===== config.mk =====
export PLATFORM = sky130hd
export DESIGN_NAME = car_speed_ctrl
export DESIGN_NICKNAME = d
export VERILOG_FILES = /design/src/rtl/car_speed_ctrl.sv
export SDC_FILE = /design/constraint.sdc
export NUM_CORES = 1
export LEC_CHECK = 0
export ABC_CLOCK_PERIOD_IN_PS = 2850
export CAP_MARGIN = 5
export CORE_MARGIN = 8
export CORE_UTILIZATION = 50
export CTS_CLUSTER_SIZE = 30
export DETAILED_ROUTE_END_ITERATION = 8
export DONT_BUFFER_PORTS = 1
export PLACE_DENSITY = 0.63
export SYNTH_ARGS = -nofsm -noshare
export SYNTH_HDL_FRONTEND = slang
export SYNTH_SLANG_ARGS = --single-unit

===== constraint.sdc =====
create_clock -name clock_50 -period 2.85 [get_ports clock_50]
set_clock_uncertainty 0.1 [all_clocks]
set_input_delay 0.57 -clock clock_50 [delete_from_list [all_inputs] [get_ports clock_50]]
set_output_delay 0.57 -clock clock_50 [all_outputs]
set_load 0.005 [all_outputs]

===== src/rtl/car_speed_ctrl.sv =====
// Car speed controller: turns synchronised accelerate/brake/steer buttons into
// y_speed/x_speed, updated once per game tick while the mode controller is in DRIVE.
module car_speed_ctrl #(
    parameter int TICK_DIV    = 2500000,
    parameter int IDLE_SPEED  = 27,
    parameter int MAX_SPEED   = 99,
    parameter int ACCEL_STEP  = 1,
    parameter int BRAKE_STEP  = 2,
    parameter int COAST_TICKS = 8
) (
    input  logic       clock_50,
    input  logic       resetn,
    input  logic       drive_enable,
    input  logic       accel_btn,
    input  logic       brake_btn,
    input  logic       left_btn,
    input  logic       right_btn,
    output logic [6:0] y_speed,
    output logic [1:0] x_speed,
    output logic       at_rest,
    output logic       tick,
    output logic       run_state
);

    localparam int TW = (TICK_DIV > 1) ? $clog2(TICK_DIV) : 1;
    localparam int CW = (COAST_TICKS > 1) ? $clog2(COAST_TICKS) : 1;

    localparam logic [TW-1:0] TICK_LAST   = TW'(TICK_DIV - 1);
    localparam logic [CW-1:0] COAST_LAST  = CW'(COAST_TICKS - 1);
    localparam logic [7:0]    IDLE8       = 8'(IDLE_SPEED);
    localparam logic [7:0]    MAX8        = 8'(MAX_SPEED);
    localparam logic [7:0]    ACCEL8      = 8'(ACCEL_STEP);
    localparam logic [7:0]    BRAKE8      = 8'(BRAKE_STEP);
    localparam logic [7:0]    ACCEL_LIMIT = 8'(MAX_SPEED - ACCEL_STEP);
    localparam logic [7:0]    BRAKE_LIMIT = 8'(IDLE_SPEED + BRAKE_STEP);
    localparam logic [6:0]    IDLE7       = 7'(IDLE_SPEED);

    typedef enum logic {
        S_HOLD = 1'b0,
        S_RUN  = 1'b1
    } state_t;

    state_t state;
    state_t state_next;

    // Buttons packed as {accel, brake, left, right}
    logic [3:0] btn_meta;
    logic [3:0] btn_sync;
    logic       acc_s;
    logic       brk_s;
    logic       lft_s;
    logic       rgt_s;

    logic [TW-1:0] tick_cnt;
    logic [TW-1:0] tick_cnt_next;

    logic [CW-1:0] coast_cnt;
    logic [CW-1:0] coast_next;
    logic [7:0]    y8;
    logic [7:0]    y_next8;
    logic [1:0]    x_next;
    logic          at_rest_next;

    always_ff @(posedge clock_50 or negedge resetn) begin
        if (!resetn) begin
            btn_meta <= '0;
            btn_sync <= '0;
        end else begin
            btn_meta <= {accel_btn, brake_btn, left_btn, right_btn};
            btn_sync <= btn_meta;
        end
    end

    assign acc_s = btn_sync[3];
    assign brk_s = btn_sync[2];
    assign lft_s = btn_sync[1];
    assign rgt_s = btn_sync[0];

    always_comb begin
        tick_cnt_next = tick_cnt + TW'(1);
        if (!drive_enable || (tick_cnt == TICK_LAST)) begin
            tick_cnt_next = '0;
        end
    end

    // tick is a flop that mirrors "count == TICK_DIV-1", so it is high for exactly that cycle
    always_ff @(posedge clock_50 or negedge resetn) begin
        if (!resetn) begin
            tick_cnt <= '0;
            tick     <= 1'b0;
        end else begin
            tick_cnt <= tick_cnt_next;
            tick     <= drive_enable && (tick_cnt_next == TICK_LAST);
        end
    end

    always_ff @(posedge clock_50 or negedge resetn) begin
        if (!resetn) begin
            state <= S_HOLD;
        end else begin
            state <= state_next;
        end
    end

    always_comb begin
        state_next = state;
        case (state)
            S_HOLD:  if (drive_enable)  state_next = S_RUN;
            S_RUN:   if (!drive_enable) state_next = S_HOLD;
            default: state_next = S_HOLD;
        endcase
    end

    // Leaving RUN forces idle outputs in the same edge, so disabling never waits for a tick
    always_comb begin
        y8         = {1'b0, y_speed};
        y_next8    = y8;
        x_next     = x_speed;
        coast_next = coast_cnt;
        if (state_next == S_HOLD) begin
            y_next8    = IDLE8;
            x_next     = 2'd0;
            coast_next = '0;
        end else if ((state == S_RUN) && tick) begin
            if (brk_s) begin
                coast_next = '0;
                y_next8    = (y8 >= BRAKE_LIMIT) ? (y8 - BRAKE8) : IDLE8;
            end else if (acc_s) begin
                coast_next = '0;
                y_next8    = (y8 >= ACCEL_LIMIT) ? MAX8 : (y8 + ACCEL8);
            end else if (coast_cnt == COAST_LAST) begin
                coast_next = '0;
                y_next8    = (y8 > IDLE8) ? (y8 - 8'd1) : IDLE8;
            end else begin
                coast_next = coast_cnt + CW'(1);
            end

            // Steering looks at the speed before this tick's update
            if (y_speed == IDLE7) begin
                x_next = 2'd0;
            end else if (lft_s && !rgt_s) begin
                x_next = 2'd1;
            end else if (rgt_s && !lft_s) begin
                x_next = 2'd2;
            end else begin
                x_next = 2'd0;
            end
        end
        at_rest_next = (y_next8 == IDLE8) && (x_next == 2'd0);
    end

    always_ff @(posedge clock_50 or negedge resetn) begin
        if (!resetn) begin
            y_speed   <= IDLE7;
            x_speed   <= 2'd0;
            at_rest   <= 1'b1;
            coast_cnt <= '0;
        end else begin
            y_speed   <= y_next8[6:0];
            x_speed   <= x_next;
            at_rest   <= at_rest_next;
            coast_cnt <= coast_next;
        end
    end

    assign run_state = (state == S_RUN);

endmodule


==> flow_summary.toml <==
[status]
status = "finished, final reports clean"

[clock_tree]
tritoncts = "yes"
cts.sink_count = 45
clockBufferDepth = 2
cts_buffers = 5
clock-root-buffer = "clkbuf_8"
cts_resized = 0
clk_pin_slew_ps = 90
clk_latency_ps = 300
htreeDepth = 2

[synth]
syn_area_mm2 = 0.002861
synth_seq_cells = 45
ys_warn_count = 0
synth_nets = 328
async_flop_share_pct = 100.0
syn_avg_cell_area_um2 = 9.260
synth_edf_count = 0
yosysSeqAreaShare_pct = 39.57
netlist_instances = 309
yosysUniqueCellTypes = 65
ys.flop_type = "dfrtp_1"

[detailed_routing]
vias = 2283
initialDrtViolationCount = 101
viasPerCell = 5.992
drc = 0
ant_nets = 0
wl_per_cell_um = 17.38
wirelength_um = 6622
first_pass_iters = 4

[floorplan]
die_h_um = 91.65
start_util_pct = 51.97
ios = 19
die_x_um = 91.65
die_area_mm2 = 0.008400
core_mm2 = 0.005507
num_rows = 27

[critical_path]
cp-start-kind = "flop"
path_max_fanout = 6
critPathRequiredTime_ps = 2960
arrival_ps = 2620
path_class = "flop to flop"
worstSetupEndpointType = "flop"

[timing]
fmax_mhz = 397.6
fin_setup_tns_ps = 0
fin_crit_sh_pct = 88.26
setup_ws_ps = 334.6
relSlewSlack_pct = 62.68
final.min_clock_period_ps = 2515
rsz0062_at_grt = "false"
final_max_slew_viol_count = 0
finalSetupViolations = 0
tightest_slew_ps = 555.7
hold_viol_final = 0

[finish]
layout-drive-gt1-share_pct = 12.30
area_growth_pct = 7.564
final_common_cell = "dfrtp_1"
layout_common_cells = "40 x dfrtp_1, 35 x nor2_1, 26 x nand2_1"
antenna_cells = 0
finish.utilization_pct = 55.90
nets = 327

[power]
p_total_mw = 1.196
ir_drop_mv = 0.2720
leakagePower_nw = 1.285
pwr_density_cell_mw_per_mm2 = 388.6

[place]
pre_cts_ws_ps = 347.8
dp_hpwl_um = 4625
gp_congestion = 0.8859
portBuffers = 0

[worst_hold_path]
worstHoldPathType = "input port to async pin"

[grt]
grt.overflow.total = 0
grt_start_max_net_pins = 41
antenna_found_initial = 0
grt_pass1_vias = 2264
grt_pass1_wl_um = 11280
track_usage_pct = 16.39

[flow_run]
drv_cap = 0
final cells by class:
cell class	instances	area, um2
well taps	72	90.09
repair buffers	9	85.08
flip-flops and latches	45	1132
clock buffers	5	68.82
multi-input cells	237	1618
clock inverters	3	46.29
inverters	10	37.54
fillers	508	2429
path summary, 6_finish.rpt:
| path | from | end | slack, ps | depth (start not counted) |
|---|---|---|---|---|
| setup / recovery | y_speed[1] | at_rest | 330 | 9 |
| hold / removal | resetn | tick_cnt[20] | 7 | 1 |
| setup reg to reg | y_speed[1] | at_rest | 330 | 9 |
| hold reg to reg | btn_meta[0] | btn_sync[0] | 260 | 0 |
| max in group asynchronous | resetn | y_speed[3] | 1970 | 1 |
| min in group clock_50 | right_btn | btn_meta[0] | 190 | 0 |
critical path, cell delays in order, from the launching register on:
cell       delay [ps]
dfstp_2           370
inv_1             150
ha_1              290
nor3b_2           340
o211a_1           270
a32oi_1           120
a2bb2oi_1         160
o2111ai_1         260
nand4b_1          130
nor4b_1           250
flip-flops by register name, indices dropped and copies added (netlist names):
| register | flops |
|---|---|
| tick_cnt | 22 |
| y_speed | 7 |
| btn_meta | 4 |
| btn_sync | 4 |
| coast_cnt | 3 |
| x_speed | 2 |
| at_rest | 1 |
| run_state | 1 |
| tick | 1 |
synth_stat cells, types with 3 or more instances:
cell type	number	area, um2
a211oi_1	4	30.03
a21oi_1	7	35.03
a31oi_1	8	50.05
and2_1	4	25.02
and3_1	4	25.02
and4_1	3	26.28
clkbuf_1	14	52.55
dfrtp_1	40	1001
dfstp_2	5	131.4
ha_1	12	150.1
inv_1	10	37.54
nand2_1	26	97.59
nand3_1	10	50.05
nand4_1	8	50.05
nand4b_1	4	35.03
nor2_1	35	131.4
nor2b_1	9	56.30
nor3_1	5	25.02
nor4_1	3	18.77
o211ai_1	4	30.03
o21ai_0	17	85.08
or2_2	3	18.77
xnor2_1	7	61.31
xor2_1	15	131.4
logic make-up (layout without fill, tap and decap cells):
family                   Yosys count  after routing  synth area share [%]
AND/OR/NAND/NOR                  136            136                 27.50
AO/OA/AOI/OAI                     65             65                 16.35
flip-flops                        45             45                 39.57
buffers and inverters             27             27                 3.892
XOR/XNOR                          22             22                 6.734
adder cells (fa/ha/maj)           12             12                 5.247
multiplexers                       2              2                0.6996
repair_timing:
| action | in CTS | in global routing |
|---|---|---|
| hold buffers | 2 | 1 |
| hold endpoints to repair | 40 | 1 |
| buffers inserted | 0 | 0 |
| setup endpoints to repair | 0 | 0 |
per-layer routing:
| metal | GRT usage [%] | wire, um | vias up | share of wire [%] |
|---|---|---|---|---|
| met5 | 0 | 0 | - | 0 |
| met4 | 5.457 | 98 | 0 | 1.5 |
| met3 | 3.097 | 296 | 11 | 4.5 |
| met2 | 27.73 | 3243 | 57 | 49 |
| met1 | 20.43 | 2984 | 1101 | 45 |
| li1 | - | - | 1114 | - |
metrics by stage:
step | std cells | hold slack, ps | instance area [um2]
6_report | 381 | 7.338 | 3078
5_1_grt | 381 | -0.1849 | 3078
4_1_cts | 380 | 8.048 | 3068
3_5_place_dp | 370 | 176.9 | 2923
3_3_place_gp | 370 | 176.0 | 2923
2_1_floorplan | 309 | 174.4 | 2861
power breakdown:
part	leakage, nW	switching (mW)	total (mW)	internal, mW
logic	0.642	0.0302	0.0499	0.0197
registers	0.588	0.0116	0.660	0.648
clock network	0.0543	0.224	0.486	0.262
total	1.28	0.266	1.20	0.930
Power figures use the tool's default switching activity.
